`src/rtl/load_store_controller_if.sv`:
```
// Request, response and data-memory bus signals of the load/store controller.
// master = the controller, slave = the pipeline/memory side.
interface load_store_controller_if #(
  parameter int ADDR_WIDTH = 32,
  parameter int DATA_WIDTH = 32
);
  logic                    req_valid;
  logic                    req_ready;
  logic                    req_is_store;
  logic [2:0]              req_funct3;
  logic [ADDR_WIDTH-1:0]   req_addr;
  logic [DATA_WIDTH-1:0]   req_wdata;

  logic                    rsp_valid;
  logic [DATA_WIDTH-1:0]   rsp_rdata;
  logic                    rsp_fault;

  logic                    mem_req;
  logic                    mem_we;
  logic [ADDR_WIDTH-1:0]   mem_addr;
  logic [DATA_WIDTH/8-1:0] mem_be;
  logic [DATA_WIDTH-1:0]   mem_wdata;
  logic                    mem_gnt;
  logic                    mem_rvalid;
  logic [DATA_WIDTH-1:0]   mem_rdata;

  modport master (
    input  req_valid, req_is_store, req_funct3, req_addr, req_wdata,
    input  mem_gnt, mem_rvalid, mem_rdata,
    output req_ready, rsp_valid, rsp_rdata, rsp_fault,
    output mem_req, mem_we, mem_addr, mem_be, mem_wdata
  );

  modport slave (
    output req_valid, req_is_store, req_funct3, req_addr, req_wdata,
    output mem_gnt, mem_rvalid, mem_rdata,
    input  req_ready, rsp_valid, rsp_rdata, rsp_fault,
    input  mem_req, mem_we, mem_addr, mem_be, mem_wdata
  );
endinterface

```
`src/rtl/load_store_controller.sv`:
```
// Single-outstanding load/store sequencer: aligns stores onto byte lanes, waits for
// grant/read data, and extracts/extends load results; misaligned/illegal accesses fault locally.
module load_store_controller #(
  parameter int ADDR_WIDTH = 32,
  parameter int DATA_WIDTH = 32
) (
  input logic clk,
  input logic rst,
  load_store_controller_if.master bus
);
  localparam int LANES = DATA_WIDTH / 8;

  typedef enum logic [1:0] {IDLE, REQ, WAIT, RESP} state_t;

  state_t                state_reg, state_next;
  logic [ADDR_WIDTH-1:0] addr_reg;
  logic [LANES-1:0]      be_reg;
  logic [DATA_WIDTH-1:0] wdata_reg;
  logic [DATA_WIDTH-1:0] rdata_reg;
  logic                  store_reg;
  logic                  fault_reg;
  logic [2:0]            funct3_reg;
  logic [1:0]            offset_reg;

  logic                  accept;
  logic [1:0]            offset;
  logic [1:0]            size;
  logic                  legal;
  logic                  misaligned;
  logic                  fault;
  logic [LANES-1:0]      be;
  logic [DATA_WIDTH-1:0] wdata_rep_b;
  logic [DATA_WIDTH-1:0] wdata_rep_h;
  logic [DATA_WIDTH-1:0] wdata;
  logic [DATA_WIDTH-1:0] lane;
  logic [DATA_WIDTH-1:0] load_ext;

  assign accept = bus.req_valid && bus.req_ready;
  assign offset = bus.req_addr[1:0];
  assign size   = bus.req_funct3[1:0];

  always_comb begin
    legal = 1'b0;
    case (bus.req_funct3)
      3'b000, 3'b001, 3'b010: legal = 1'b1;
      3'b100, 3'b101:         legal = !bus.req_is_store;
      default:                legal = 1'b0;
    endcase
  end

  assign misaligned = (size == 2'b01 && offset[0]) || (size == 2'b10 && offset != 2'b00);
  assign fault      = !legal || misaligned;

  always_comb begin
    be = '1;
    case (size)
      2'b00:   be = 4'b0001 << offset;
      2'b01:   be = offset[1] ? 4'b1100 : 4'b0011;
      default: be = '1;
    endcase
  end

  // Store data is replicated across lanes so the byte enables alone pick the target bytes.
  genvar gi;
  generate
    for (gi = 0; gi < LANES; gi++) begin : g_rep_byte
      assign wdata_rep_b[gi*8 +: 8] = bus.req_wdata[7:0];
    end
    for (gi = 0; gi < LANES / 2; gi++) begin : g_rep_half
      assign wdata_rep_h[gi*16 +: 16] = bus.req_wdata[15:0];
    end
  endgenerate

  always_comb begin
    wdata = bus.req_wdata;
    case (size)
      2'b00:   wdata = wdata_rep_b;
      2'b01:   wdata = wdata_rep_h;
      default: wdata = bus.req_wdata;
    endcase
  end

  assign lane = bus.mem_rdata >> {offset_reg, 3'b000};

  always_comb begin
    load_ext = lane;
    case (funct3_reg)
      3'b000:  load_ext = {{(DATA_WIDTH-8){lane[7]}}, lane[7:0]};
      3'b001:  load_ext = {{(DATA_WIDTH-16){lane[15]}}, lane[15:0]};
      3'b100:  load_ext = {{(DATA_WIDTH-8){1'b0}}, lane[7:0]};
      3'b101:  load_ext = {{(DATA_WIDTH-16){1'b0}}, lane[15:0]};
      default: load_ext = lane;
    endcase
  end

  always_ff @(posedge clk) begin
    if (rst) begin
      state_reg <= IDLE;
    end else begin
      state_reg <= state_next;
    end
  end

  always_comb begin
    state_next = state_reg;
    case (state_reg)
      IDLE: if (accept) state_next = fault ? RESP : REQ;
      REQ:  if (bus.mem_gnt) state_next = store_reg ? RESP : WAIT;
      WAIT: if (bus.mem_rvalid) state_next = RESP;
      RESP: state_next = IDLE;
      default: state_next = IDLE;
    endcase
  end

  // fault_reg and rdata_reg double as the response registers; both are cleared on leaving RESP.
  always_ff @(posedge clk) begin
    if (rst) begin
      addr_reg   <= '0;
      be_reg     <= '0;
      wdata_reg  <= '0;
      rdata_reg  <= '0;
      store_reg  <= 1'b0;
      fault_reg  <= 1'b0;
      funct3_reg <= '0;
      offset_reg <= '0;
    end else if (accept) begin
      addr_reg   <= {bus.req_addr[ADDR_WIDTH-1:2], 2'b00};
      be_reg     <= be;
      wdata_reg  <= wdata;
      rdata_reg  <= '0;
      store_reg  <= bus.req_is_store;
      fault_reg  <= fault;
      funct3_reg <= bus.req_funct3;
      offset_reg <= offset;
    end else if (state_reg == WAIT && bus.mem_rvalid) begin
      rdata_reg  <= load_ext;
    end else if (state_reg == RESP) begin
      rdata_reg  <= '0;
      fault_reg  <= 1'b0;
    end
  end

  assign bus.req_ready = (state_reg == IDLE) && !rst;
  assign bus.mem_req   = (state_reg == REQ);
  assign bus.mem_we    = (state_reg == REQ) && store_reg;
  assign bus.mem_addr  = addr_reg;
  assign bus.mem_be    = be_reg;
  assign bus.mem_wdata = wdata_reg;
  assign bus.rsp_valid = (state_reg == RESP);
  assign bus.rsp_rdata = rdata_reg;
  assign bus.rsp_fault = fault_reg;
endmodule

```
`src/flat_wrapper.sv`:
```
// flat-port wrapper written by rule: the top's interface ports become plain ports
module load_store_controller_flat 
#(
  parameter int ADDR_WIDTH = 32,
  parameter int DATA_WIDTH = 32
)
  (clk, rst, bus_req_valid, bus_req_is_store, bus_req_funct3, bus_req_addr, bus_req_wdata, bus_mem_gnt, bus_mem_rvalid, bus_mem_rdata, bus_req_ready, bus_rsp_valid, bus_rsp_rdata, bus_rsp_fault, bus_mem_req, bus_mem_we, bus_mem_addr, bus_mem_be, bus_mem_wdata);
  load_store_controller_if #(.ADDR_WIDTH(ADDR_WIDTH), .DATA_WIDTH(DATA_WIDTH)) bus_i ();
  input logic clk;
  input logic rst;
  input wire logic [$bits(bus_i.req_valid)-1:0] bus_req_valid;
  input wire logic [$bits(bus_i.req_is_store)-1:0] bus_req_is_store;
  input wire logic [$bits(bus_i.req_funct3)-1:0] bus_req_funct3;
  input wire logic [$bits(bus_i.req_addr)-1:0] bus_req_addr;
  input wire logic [$bits(bus_i.req_wdata)-1:0] bus_req_wdata;
  input wire logic [$bits(bus_i.mem_gnt)-1:0] bus_mem_gnt;
  input wire logic [$bits(bus_i.mem_rvalid)-1:0] bus_mem_rvalid;
  input wire logic [$bits(bus_i.mem_rdata)-1:0] bus_mem_rdata;
  output wire logic [$bits(bus_i.req_ready)-1:0] bus_req_ready;
  output wire logic [$bits(bus_i.rsp_valid)-1:0] bus_rsp_valid;
  output wire logic [$bits(bus_i.rsp_rdata)-1:0] bus_rsp_rdata;
  output wire logic [$bits(bus_i.rsp_fault)-1:0] bus_rsp_fault;
  output wire logic [$bits(bus_i.mem_req)-1:0] bus_mem_req;
  output wire logic [$bits(bus_i.mem_we)-1:0] bus_mem_we;
  output wire logic [$bits(bus_i.mem_addr)-1:0] bus_mem_addr;
  output wire logic [$bits(bus_i.mem_be)-1:0] bus_mem_be;
  output wire logic [$bits(bus_i.mem_wdata)-1:0] bus_mem_wdata;
  assign bus_i.req_valid = bus_req_valid;
  assign bus_i.req_is_store = bus_req_is_store;
  assign bus_i.req_funct3 = bus_req_funct3;
  assign bus_i.req_addr = bus_req_addr;
  assign bus_i.req_wdata = bus_req_wdata;
  assign bus_i.mem_gnt = bus_mem_gnt;
  assign bus_i.mem_rvalid = bus_mem_rvalid;
  assign bus_i.mem_rdata = bus_mem_rdata;
  assign bus_req_ready = bus_i.req_ready;
  assign bus_rsp_valid = bus_i.rsp_valid;
  assign bus_rsp_rdata = bus_i.rsp_rdata;
  assign bus_rsp_fault = bus_i.rsp_fault;
  assign bus_mem_req = bus_i.mem_req;
  assign bus_mem_we = bus_i.mem_we;
  assign bus_mem_addr = bus_i.mem_addr;
  assign bus_mem_be = bus_i.mem_be;
  assign bus_mem_wdata = bus_i.mem_wdata;
  load_store_controller #(.ADDR_WIDTH(ADDR_WIDTH), .DATA_WIDTH(DATA_WIDTH)) u_core (.clk(clk), .rst(rst), .bus(bus_i));
endmodule
```
`config.mk`:
```
export PLATFORM = sky130hd
export DESIGN_NAME = load_store_controller_flat
export DESIGN_NICKNAME = d
export VERILOG_FILES = /design/src/rtl/load_store_controller_if.sv /design/src/rtl/load_store_controller.sv /design/src/flat_wrapper.sv
export SDC_FILE = /design/constraint.sdc
export NUM_CORES = 1
export LEC_CHECK = 0
export CORE_MARGIN = 2
export CORE_UTILIZATION = 43
export DETAILED_ROUTE_END_ITERATION = 10
export GPL_TIMING_DRIVEN = 0
export PLACE_DENSITY = 0.84
export SLEW_MARGIN = 10
export SYNTH_ARGS = -nofsm -noshare
export SYNTH_HDL_FRONTEND = slang
export SYNTH_SLANG_ARGS = --single-unit
```
`constraint.sdc`:
```
create_clock -name clk -period 1.9 [get_ports clk]
set_input_delay 0.38 -clock clk [delete_from_list [all_inputs] [get_ports clk]]
set_output_delay 0.38 -clock clk [all_outputs]
set_load 0.01 [all_outputs]
```
==> impl_metrics.env, run 1 <==
export IMPL_status="finished, final reports clean"
export IMPL_clockBufferDepth=2
export IMPL_post_route_min_period_ns=1.83
export IMPL_rows=39
export IMPL_antenna_found_initial=0
export IMPL_fin_crit_sh_pct=96.5
export IMPL_antenna_left=0
export IMPL_drt_first_iter_violations=272
export IMPL_fin_ws_ns=0.0671
export IMPL_setup_viol=0
export IMPL_grtUsageTotal_pct=26.1
export IMPL_start_util_pct=44.0
export IMPL_gp_congestion=0.929
export IMPL_dp_slack_ns=-0.404
export IMPL_die_w_um=112
export IMPL_synth_top_area_share_pct=42.7
export IMPL_avgSynthCellArea_um2=8.90
export IMPL_ys_seq_area_share_pct=42.7
export IMPL_leakage_nw=2.95
export IMPL_yosys_warnings=0
export IMPL_cts_reportedPaths_clkPinSlew_ns=0.07
export IMPL_slew_viol_final=0
export IMPL_synthArstFlopShare_pct=0
export IMPL_yosys_top_cells_area="dfxtp_1, nand3b_1, nand2_1"
export IMPL_clock_root_buffer="clkbuf_16"
export IMPL_hold_depth=2
export IMPL_overflow=0
export IMPL_holdPathEnd="u_core.bus.mem_wdata[27]$_SDFFE_PP0P_"
export IMPL_ios=210
export IMPL_area_growth_pct=52.6
export IMPL_htree_levels=3
export IMPL_ff_latch_area_um2=2150
export IMPL_cp_max_fo=8
export IMPL_drc=0
export IMPL_dp_cells=915
export IMPL_post_dp_cell_area_um2=7270
export IMPL_yosysMostFrequentCell="nand2_1"
export IMPL_start_kind="register"
export IMPL_r2r_end="u_core.bus.rsp_rdata[26]$_SDFFE_PP0P_"
export IMPL_peakVddDrop_mv=0.484
export IMPL_cp_end_kind="primary output"
export IMPL_max_slew_margin_rel_pct=58.2
export IMPL_timing_worst_setup_path_type="register to primary output"
export IMPL_cpMaxStageDelayCell="clkdlybuf4s50_1"
export IMPL_synth_area_leader_cell="dfxtp_1"
export IMPL_fillCellCount=953
export IMPL_fmax_mhz=546
export IMPL_finalPower_w=0.00751
export IMPL_p_per_area_nw_per_um2=981
export IMPL_crit_path_cell_trace="ha_4 -> clkdlybuf4s50_1"
export IMPL_synth_area_um2=5020
export IMPL_multi_input_comb_area_um2=2650
export IMPL_cp_required_ns=1.52
export IMPL_max_stage_delay_ns=0.54
export IMPL_diodes=0
export IMPL_fin_cells=938
export IMPL_grt_pass1_wl_mm=26.5
export IMPL_crit_arrival_ns=1.45
export IMPL_vias_per_cell=5.42
export IMPL_cts_tree="built"
export IMPL_num_vias=5080
export IMPL_reg2reg_slack_ns=0.07
export IMPL_dp_hpwl_mm=12.4
export IMPL_r2r_cells=7
export IMPL_crit_family="buffers and inverters"
export IMPL_firstDrtPassIters=5
export IMPL_insertion_delay_ns=0.34
export IMPL_synth_ff_type="dfxtp_1"
export IMPL_final_hold_violation_count=0
export IMPL_synth_cells=564
export IMPL_routed_wl_mm=16.5
export IMPL_clkSinkCount=107
export IMPL_finalNetCount=902
export IMPL_cts_buffers=9
export IMPL_ys_types=48
export IMPL_synth_seq_cells=107
export IMPL_grt_start_max_net_pins=17
export IMPL_dieHeight_um=112
export IMPL_rsz0062_at_grt="no"
export IMPL_synth_top_cells_by_count="nand2_1, dfxtp_1, nand3b_1"
export IMPL_wl_per_cell_um=17.6
export IMPL_synth_edf_count=0
export IMPL_hold_class="register to register"
export IMPL_core_um2=11400
export IMPL_regToRegStartpoint="u_core.state_reg[0]$_SDFFE_PP0P_"
export IMPL_startpoint="u_core.state_reg[1]$_SDFFE_PP0P_"
export IMPL_worstHoldStart="u_core.bus.mem_wdata[27]$_SDFFE_PP0P_"
export IMPL_grt_pass1_vias=5212
export IMPL_hold_ws_ns=0.468
export IMPL_cts_hold_buffers=0
export IMPL_crit_buf_inv=1
export IMPL_worst_slew_pin_slew_ns=0.627
export IMPL_final_area_um2=7660
export IMPL_maxCapViolCount=0
export IMPL_port_buffers=207
export IMPL_skew_ns=0.00700
export IMPL_die_area_um2=12600
export IMPL_final_layout_size_suffix_gt1_share_pct=9.56
[report_power, final]
part           switching (W)  leakage, nW  internal (W)
combinational        0.00147         1.95       0.00144
clock               0.000825        0.126      0.000911
sequential          0.000237        0.876       0.00263
[tightest hold or removal path: cells and delay by family, from the launching register on]
family / cells / cell delay (ns)
flip-flops: 1 / 0.32
AO/OA/AOI/OAI: 1 / 0.05
AND/OR/NAND/NOR: 1 / 0.05
[worst max-delay path by stage]
stage,slack (ns),depth (start not counted),to
6_report,0.07,2,bus_rsp_valid
5_1_grt,0.003,4,bus_mem_we
4_1_cts,0.009,2,bus_rsp_valid
3_5_place_dp,-0.40,4,bus_req_ready
3_3_place_gp,-0.40,4,bus_req_ready
2_1_floorplan,0.27,7,u_core.bus.rsp_rdata[27]$_SDFFE_PP0P_
[routing by layer]
layer  wire (um)  vias up  GRT usage, %
li1            -     2421             -
met1        6650     2401          30.4
met2        8030      224          44.9
met3        1470       34          8.42
met4         379        0          9.84
met5           0        -             0
[what timing repair did]
item / 4_1_cts / 5_1_grt
buffers inserted: 0 / 9
resized for setup: 16 / 8
pin swaps: 0 / 5
setup endpoints to repair: 20 / 23
[cell type report]
type                    instances  area share [%]
flip-flops and latches        107            28.0
multi-input cells             403            34.7
repair buffers                216            27.9
well taps                     143            2.34
clock buffers                  10            3.12
clock inverters                 4           0.376
inverters                       7           0.343
plain buffers                  48            3.24
[through the flow]
stage | TNS [ns] | utilization, %
5_1_grt | 0 | 67.1
3_5_place_dp | -20.44 | 63.7
3_3_place_gp | -16.63 | 63.7
6_report | 0 | 67.1
2_1_floorplan | 0 | -
4_1_cts | 0 | 66.3
[cells in the final DEF (no fill, tap or decap), types with 3 or more instances in the layout]
cell             netlist  final
a21oi_1               19     19
a221oi_2               8      8
a22oi_1               16     15
buf_1                  3      3
buf_2                 18     17
buf_4                  4     14
buf_6                  3      3
clkbuf_1              20     18
clkbuf_16              0      9
clkdlybuf4s50_1        0    203
dfxtp_1              107    105
dlygate4sd2_1          0      3
inv_1                  6      4
mux2_1                 7      7
mux2i_1               42     42
nand2_1              125    125
nand2b_1               8      8
nand3b_1              71     71
nor2_1                 7      7
nor2b_1                3      3
o211ai_1               7      7
o21ai_0                6      6
o21ai_1               42     42
o2bb2ai_1              8      8
[kinds of logic after synthesis]
family / after synthesis / share of synthesized area (%)
muxes: 51 / 10.6
DFF: 107 / 42.7
xor gates and xnor gates: 1 / 0.175
adders and majority gates: 5 / 1.25
AOI/OAI and AO/OA: 116 / 15.8
buffers and inverters: 55 / 5.31
and+or+nand+nor: 228 / 24.1
other: 1 / 0.0747
No activity file was read; power rests on OpenSTA's default activity.
==> inputs of run 2 (changes only) <==
--- a/config.mk
+++ b/config.mk
@@ -5,11 +5,11 @@
 export SDC_FILE = /design/constraint.sdc
 export NUM_CORES = 1
 export LEC_CHECK = 0
-export CORE_MARGIN = 2
+export CORE_MARGIN = 4
 export CORE_UTILIZATION = 43
 export DETAILED_ROUTE_END_ITERATION = 10
 export GPL_TIMING_DRIVEN = 0
-export PLACE_DENSITY = 0.84
+export PLACE_DENSITY = 0.81
 export SLEW_MARGIN = 10
 export SYNTH_ARGS = -nofsm -noshare
 export SYNTH_HDL_FRONTEND = slang
==> run 2 against run 1 <==
Fmax about the same; die area increased by 7.3%; register-to-register slack improved by 0.05 ns.
==> impl_metrics.env, run 2 (synthesized netlist as in run 1, its figures left out) <==
export IMPL_status="finished, final reports clean"
export IMPL_diodes=0
export IMPL_crit_arrival_ns=1.45
export IMPL_antenna_left=0
export IMPL_area_growth_pct=52.0
export IMPL_cts_hold_buffers=0
export IMPL_insertion_delay_ns=0.34
export IMPL_cp_end_kind="primary output"
export IMPL_gp_congestion=0.856
export IMPL_max_slew_margin_rel_pct=58.6
export IMPL_port_buffers=207
export IMPL_setup_viol=0
export IMPL_finalNetCount=896
export IMPL_hold_ws_ns=0.459
export IMPL_ios=210
export IMPL_routed_wl_mm=16.7
export IMPL_timing_worst_setup_path_type="register to primary output"
export IMPL_vias_per_cell=5.38
export IMPL_fin_crit_sh_pct=96.4
export IMPL_rsz0062_at_grt="yes"
export IMPL_clkSinkCount=107
export IMPL_antenna_found_initial=0
export IMPL_core_um2=11400
export IMPL_fin_cells=933
export IMPL_final_cell_mix="clkdlybuf4s50_1, nand2_1, dfxtp_1, nand3b_1"
export IMPL_cts_tree="built"
export IMPL_post_route_min_period_ns=1.83
export IMPL_dp_cells=915
export IMPL_drc=0
export IMPL_hold_class="register to register"
export IMPL_rows=39
export IMPL_drt_first_iter_violations=320
export IMPL_dp_hpwl_mm=12.7
export IMPL_cp_max_fo=5
export IMPL_leakage_nw=2.95
export IMPL_wl_per_cell_um=17.9
export IMPL_peakVddDrop_mv=0.535
export IMPL_grt_pass1_vias=5115
export IMPL_p_per_area_nw_per_um2=979
export IMPL_final_layout_size_suffix_gt1_share_pct=8.86
export IMPL_cp_required_ns=1.52
export IMPL_fillCellCount=962
export IMPL_fmax_mhz=546
export IMPL_grt_pass1_wl_mm=25.8
export IMPL_start_util_pct=44.0
export IMPL_cts_buffers=9
export IMPL_grtUsageTotal_pct=24.2
export IMPL_clock_root_buffer="clkbuf_16"
export IMPL_cts_reportedPaths_clkPinSlew_ns=0.07
export IMPL_htree_levels=3
export IMPL_dieHeight_um=116
export IMPL_firstDrtPassIters=5
export IMPL_die_area_um2=13500
export IMPL_skew_ns=0.0111
export IMPL_slew_viol_final=0
export IMPL_start_kind="register"
export IMPL_maxCapViolCount=0
export IMPL_final_hold_violation_count=0
export IMPL_num_vias=5015
export IMPL_grt_start_max_net_pins=17
export IMPL_overflow=0
export IMPL_clockBufferDepth=2
export IMPL_die_w_um=116
export IMPL_final_common_cell="clkdlybuf4s50_1"
export IMPL_worst_slew_pin_slew_ns=0.622
run 2: final timing paths:
check,startpoint,end,slack [ns],depth (start not counted)
max reg2reg,u_core.state_reg[0]$_SDFFE_PP0P_,u_core.state_reg[0]$_SDFFE_PP0P_,0.12,5
min,u_core.bus.mem_wdata[29]$_SDFFE_PP0P_,u_core.bus.mem_wdata[29]$_SDFFE_PP0P_,0.46,2
min reg2reg,u_core.bus.mem_wdata[29]$_SDFFE_PP0P_,u_core.bus.mem_wdata[29]$_SDFFE_PP0P_,0.46,2
max,u_core.state_reg[1]$_SDFFE_PP0P_,bus_mem_we,0.07,4
run 2: routing by layer:
metal / up-vias / track usage [%] / wire, um
met3: 20 / 8.56 / 1720
li1: 2418 / - / -
met1: 2358 / 28.1 / 6550
met5: - / 0 / 0
met2: 219 / 41.2 / 8080
met4: 0 / 8.82 / 348
run 2: per-stage QoR:
stage / cell area, um2 / total power, W / setup slack, ns / utilization [%] / TNS [ns]
6_report: 7630 / 0.00747 / 0.0675 / 66.8 / 0
5_1_grt: 7630 / 0.00788 / -0.0168 / 66.8 / -0.0299
4_1_cts: 7570 / 0.00741 / 0.0224 / 66.3 / 0
3_5_place_dp: 7270 / 0.00567 / -0.437 / 63.7 / -21.44
3_3_place_gp: 7270 / 0.00559 / -0.429 / 63.7 / -17.88
2_1_floorplan: 5020 / 0.00430 / 0.272 / - / 0
run 2: power breakdown:
group	total, W	switching, W	internal, W	leakage (nW)
clock network	0.00170	0.000809	0.000892	0.127
registers	0.00286	0.000233	0.00263	0.876
logic	0.00291	0.00149	0.00141	1.95
run 2: final cells by class:
cell class                 count  area [um2]  share of cell area (%)
inverter                       7        26.3                   0.344
sequential                   107        2150                    28.2
buffer                        48         256                    3.36
clock buffer                  12         236                    3.10
multi-input combinational    403        2660                    34.9
clock inverter                 3        26.3                   0.344
timing repair buffer         210        2090                    27.4
tap                          143         179                    2.35
run 2: worst max-delay path, stage by stage, from the launching register on:
cell	delay, ns
dfxtp_4	0.39
inv_2	0.07
ha_2	0.19
and2_1	0.17
dlygate4sd2_1	0.29
run 2: repair_timing:
item,4_1_cts,5_1_grt
setup buffers,0,3
pin swaps,0,3
setup endpoints to repair,48,39
resized for setup,16,19
==> inputs of run 3 (changes only) <==
--- a/config.mk
+++ b/config.mk
@@ -5,6 +5,7 @@
 export SDC_FILE = /design/constraint.sdc
 export NUM_CORES = 1
 export LEC_CHECK = 0
+export ABC_AREA = 1
 export CORE_MARGIN = 4
 export CORE_UTILIZATION = 43
 export DETAILED_ROUTE_END_ITERATION = 10
==> run 3 against run 2 <==
Global-route usage rose by 0.67 points; total power rose by 8.1%; register-to-register slack got worse by 0.03 ns; first-iteration DRC count rose by 36%; utilization fell by 0.16 points; synthesized area rose by 0.30%; fmax rose by 1.2%.
==> impl_metrics.env, run 3 <==
export IMPL_gp_congestion=0.927
export IMPL_start_util_pct=44.1
export IMPL_cp_max_fo=10
export IMPL_switching_share_pct=34.8
export IMPL_num_vias=5531
export IMPL_synthArstFlopShare_pct=0
export IMPL_cp_end_kind="register"
export IMPL_hold_class="input port to register"
export IMPL_internal_power_w=0.00526
export IMPL_final_hold_violation_count=0
export IMPL_switching_power_w=0.00281
export IMPL_drc=0
export IMPL_final_common_cell="nand2_1"
export IMPL_synth_compound_area_share_pct=14.6
export IMPL_start_kind="register"
export IMPL_synth_edf_count=0
export IMPL_grt_pass1_vias=5452
export IMPL_regToRegStartpoint="u_core.state_reg[0]$_SDFFE_PP0P_"
export IMPL_synthSimpleGateAreaFrac_pct=33.0
export IMPL_startpoint="u_core.state_reg[0]$_SDFFE_PP0P_"
export IMPL_max_slew_margin_rel_pct=66.4
export IMPL_busiest_layer="met2"
export IMPL_htree_levels=3
export IMPL_use_met1_pct=29.7
export IMPL_vias_per_cell=5.08
export IMPL_peakVddDrop_mv=0.612
export IMPL_grt_util_met3_pct=8.96
export IMPL_setup_viol=0
export IMPL_cts_buffers=9
export IMPL_core_um2=11400
export IMPL_slew_viol_final=0
export IMPL_cp_required_ns=2.14
export IMPL_worst_slew_pin_slew_ns=0.503
export IMPL_post_dp_cell_area_um2=7280
export IMPL_avgSynthCellArea_um2=6.97
export IMPL_grtUsageTotal_pct=24.9
export IMPL_drt_first_iter_violations=434
export IMPL_yosysMostFrequentCell="nand2_1"
export IMPL_wl_per_cell_um=15.4
export IMPL_leakage_nw=3.31
export IMPL_grt_pass1_wl_mm=26.7
export IMPL_grtUsageMet2_pct=41.4
export IMPL_synth_cells=722
export IMPL_synth_area_leader_cell="dfxtp_1"
export IMPL_insertion_delay_ns=0.35
export IMPL_synth_ff_type="dfxtp_1"
export IMPL_finalNetCount=1050
export IMPL_yosys_top_cells_area="dfxtp_1, nand2_1, nand3_1"
export IMPL_clock_root_buffer="clkbuf_16"
export IMPL_die_w_um=116
export IMPL_skew_ns=0.00637
export IMPL_antenna_found_initial=0
export IMPL_status="finished, final reports clean"
export IMPL_p_per_area_nw_per_um2=1060
export IMPL_reg2reg_slack_ns=0.09
export IMPL_timing_worst_setup_path_type="register to register"
export IMPL_final_cell_mix="nand2_1, clkdlybuf4s50_1, dfxtp_1, nand3_1, a21oi_1"
export IMPL_port_buffers=206
export IMPL_worstHoldStart="bus_req_funct3[0]"
export IMPL_max_stage_delay_ns=0.39
export IMPL_final_area_um2=7610
export IMPL_final_layout_size_suffix_gt1_share_pct=10.1
export IMPL_cts_reportedPaths_clkPinSlew_ns=0.07
export IMPL_r2r_end="u_core.bus.mem_wdata[7]$_SDFFE_PP0P_"
export IMPL_diodes=0
export IMPL_combPwrFrac_pct=39.8
export IMPL_ys_seq_area_share_pct=42.6
export IMPL_dp_hpwl_mm=12.7
export IMPL_rsz0062_at_grt="yes"
export IMPL_rows=39
export IMPL_crit_path_cell_trace="inv_1 -> ha_1 -> inv_1 -> nor2_2 -> nand2_2 -> clkbuf_1 -> nand2_1 -> o21ai_0 -> inv_1"
export IMPL_finalPower_w=0.00808
export IMPL_timing_critical_path_to="u_core.bus.mem_wdata[7]$_SDFFE_PP0P_"
export IMPL_die_area_um2=13500
export IMPL_synth_top_area_share_pct=42.6
export IMPL_overflow=0
export IMPL_hold_ws_ns=0.380
export IMPL_r2r_cells=9
export IMPL_cpMaxStageDelayCell="dfxtp_1"
export IMPL_crit_top_cell="inv_1"
export IMPL_synth_seq_cells=107
export IMPL_firstDrtPassIters=5
export IMPL_clkSinkCount=107
export IMPL_ys_types=31
export IMPL_yosys_area_share_adder_pct=1.24
export IMPL_yosys_warnings=0
export IMPL_crit_arrival_ns=2.05
export IMPL_antenna_left=0
export IMPL_dieHeight_um=116
export IMPL_post_route_min_period_ns=1.81
export IMPL_cts_tree="built"
export IMPL_grt_start_max_net_pins=19
export IMPL_p_clk_share_pct=24.0
export IMPL_synth_area_um2=5030
export IMPL_maxCapViolCount=0
export IMPL_fmax_mhz=552
export IMPL_synthMuxAreaShare_pct=0
export IMPL_yosys_area_share_xor_xnor_pct=0
export IMPL_synth_top_family_by_area="simple AND/OR/NAND/NOR gates"
export IMPL_seqPwrFrac_pct=36.2
export IMPL_ios=210
export IMPL_clockBufferDepth=2
export IMPL_area_growth_pct=51.2
export IMPL_final_util_pct=66.7
export IMPL_routed_wl_mm=16.8
export IMPL_synth_top_cells_by_count="nand2_1, dfxtp_1, nand3_1"
export IMPL_fin_crit_sh_pct=95.3
[run 3: cell types whose count changed in the layout (fill, tap and decap cells not counted), sizes merged, moves of 35 or more]
cell / change
a21oi: +41
inv: +35
mux2i: -42
nand2: +171
nand3: +81
nand3b: -72
[run 3: critical path, delay by kind of cell, from the launching register on]
| kind | cells | cell delay, ns |
|---|---|---|
| buf+inv | 4 | 0.65 |
| fa+ha+maj | 1 | 0.23 |
| compound gates | 1 | 0.12 |
| simple gates | 3 | 0.32 |
| flops | 1 | 0.39 |
[run 3: worst min path at each step]
stage	endpoint	slack [ns]	depth (start not counted)
after floorplan	u_core.store_reg$_SDFFE_PP0P_	0.44	2
after global placement	u_core.bus.mem_addr[3]$_SDFFE_PP0P_	0.45	2
after detailed placement	u_core.bus.mem_addr[13]$_SDFFE_PP0P_	0.46	2
after CTS	u_core.funct3_reg[0]$_SDFFE_PP0P_	0.37	3
after global routing	u_core.funct3_reg[0]$_SDFFE_PP0P_	0.41	3
final	u_core.funct3_reg[0]$_SDFFE_PP0P_	0.38	3
[run 3: area by class of cell]
| class | instances | area (um2) |
|---|---|---|
| clock inverter | 6 | 71.3 |
| inverter | 41 | 160 |
| tap | 143 | 179 |
| timing repair buffer | 206 | 2050 |
| fill | 988 | 3810 |
| buffer | 50 | 297 |
| multi-input combinational | 525 | 2470 |
| clock buffer | 10 | 239 |
| sequential | 107 | 2140 |
[run 3: repair_timing]
| item | CTS | global route |
|---|---|---|
| buffers inserted | 0 | 0 |
| endpoints found under the setup margin | 14 | 94 |
| gates resized for setup | 6 | 21 |
| hold endpoints to repair | 0 | 0 |
| hold buffers | 0 | 0 |
[run 3: per-stage QoR]
stage               cells  worst slack [ns]  setup TNS (ns)
floorplan             723             0.325               0
global placement     1072            -0.158           -3.68
detailed placement   1072            -0.168           -4.50
CTS                  1088            0.0115               0
global route         1088           -0.0522          -0.577
finish               1088            0.0890               0
[run 3: layer usage]
metal / vias up / wire (um) / part of all wire (%)
met4: 0 / 376 / 2.2
met5: - / 0 / 0
met1: 2487 / 6750 / 40
li1: 2776 / - / -
met2: 244 / 7810 / 47
met3: 24 / 1850 / 11
[run 3: cell families (layout without fill, tap and decap cells)]
family,Yosys count,count (layout)
fa+ha+maj,5,5
flops,107,107
buf+inv,91,313
compound gates,127,127
other cells,1,2
simple gates,391,391
[run 3: power groups by stage]
stage / logic [W] / clock network, W / registers [W]
after floorplan: 0.00152 / 0 / 0.00312
after global placement: 0.00315 / 0 / 0.00296
after detailed placement: 0.00318 / 0 / 0.00296
after CTS: 0.00320 / 0.00198 / 0.00292
after global routing: 0.00354 / 0.00205 / 0.00298
final: 0.00321 / 0.00194 / 0.00293
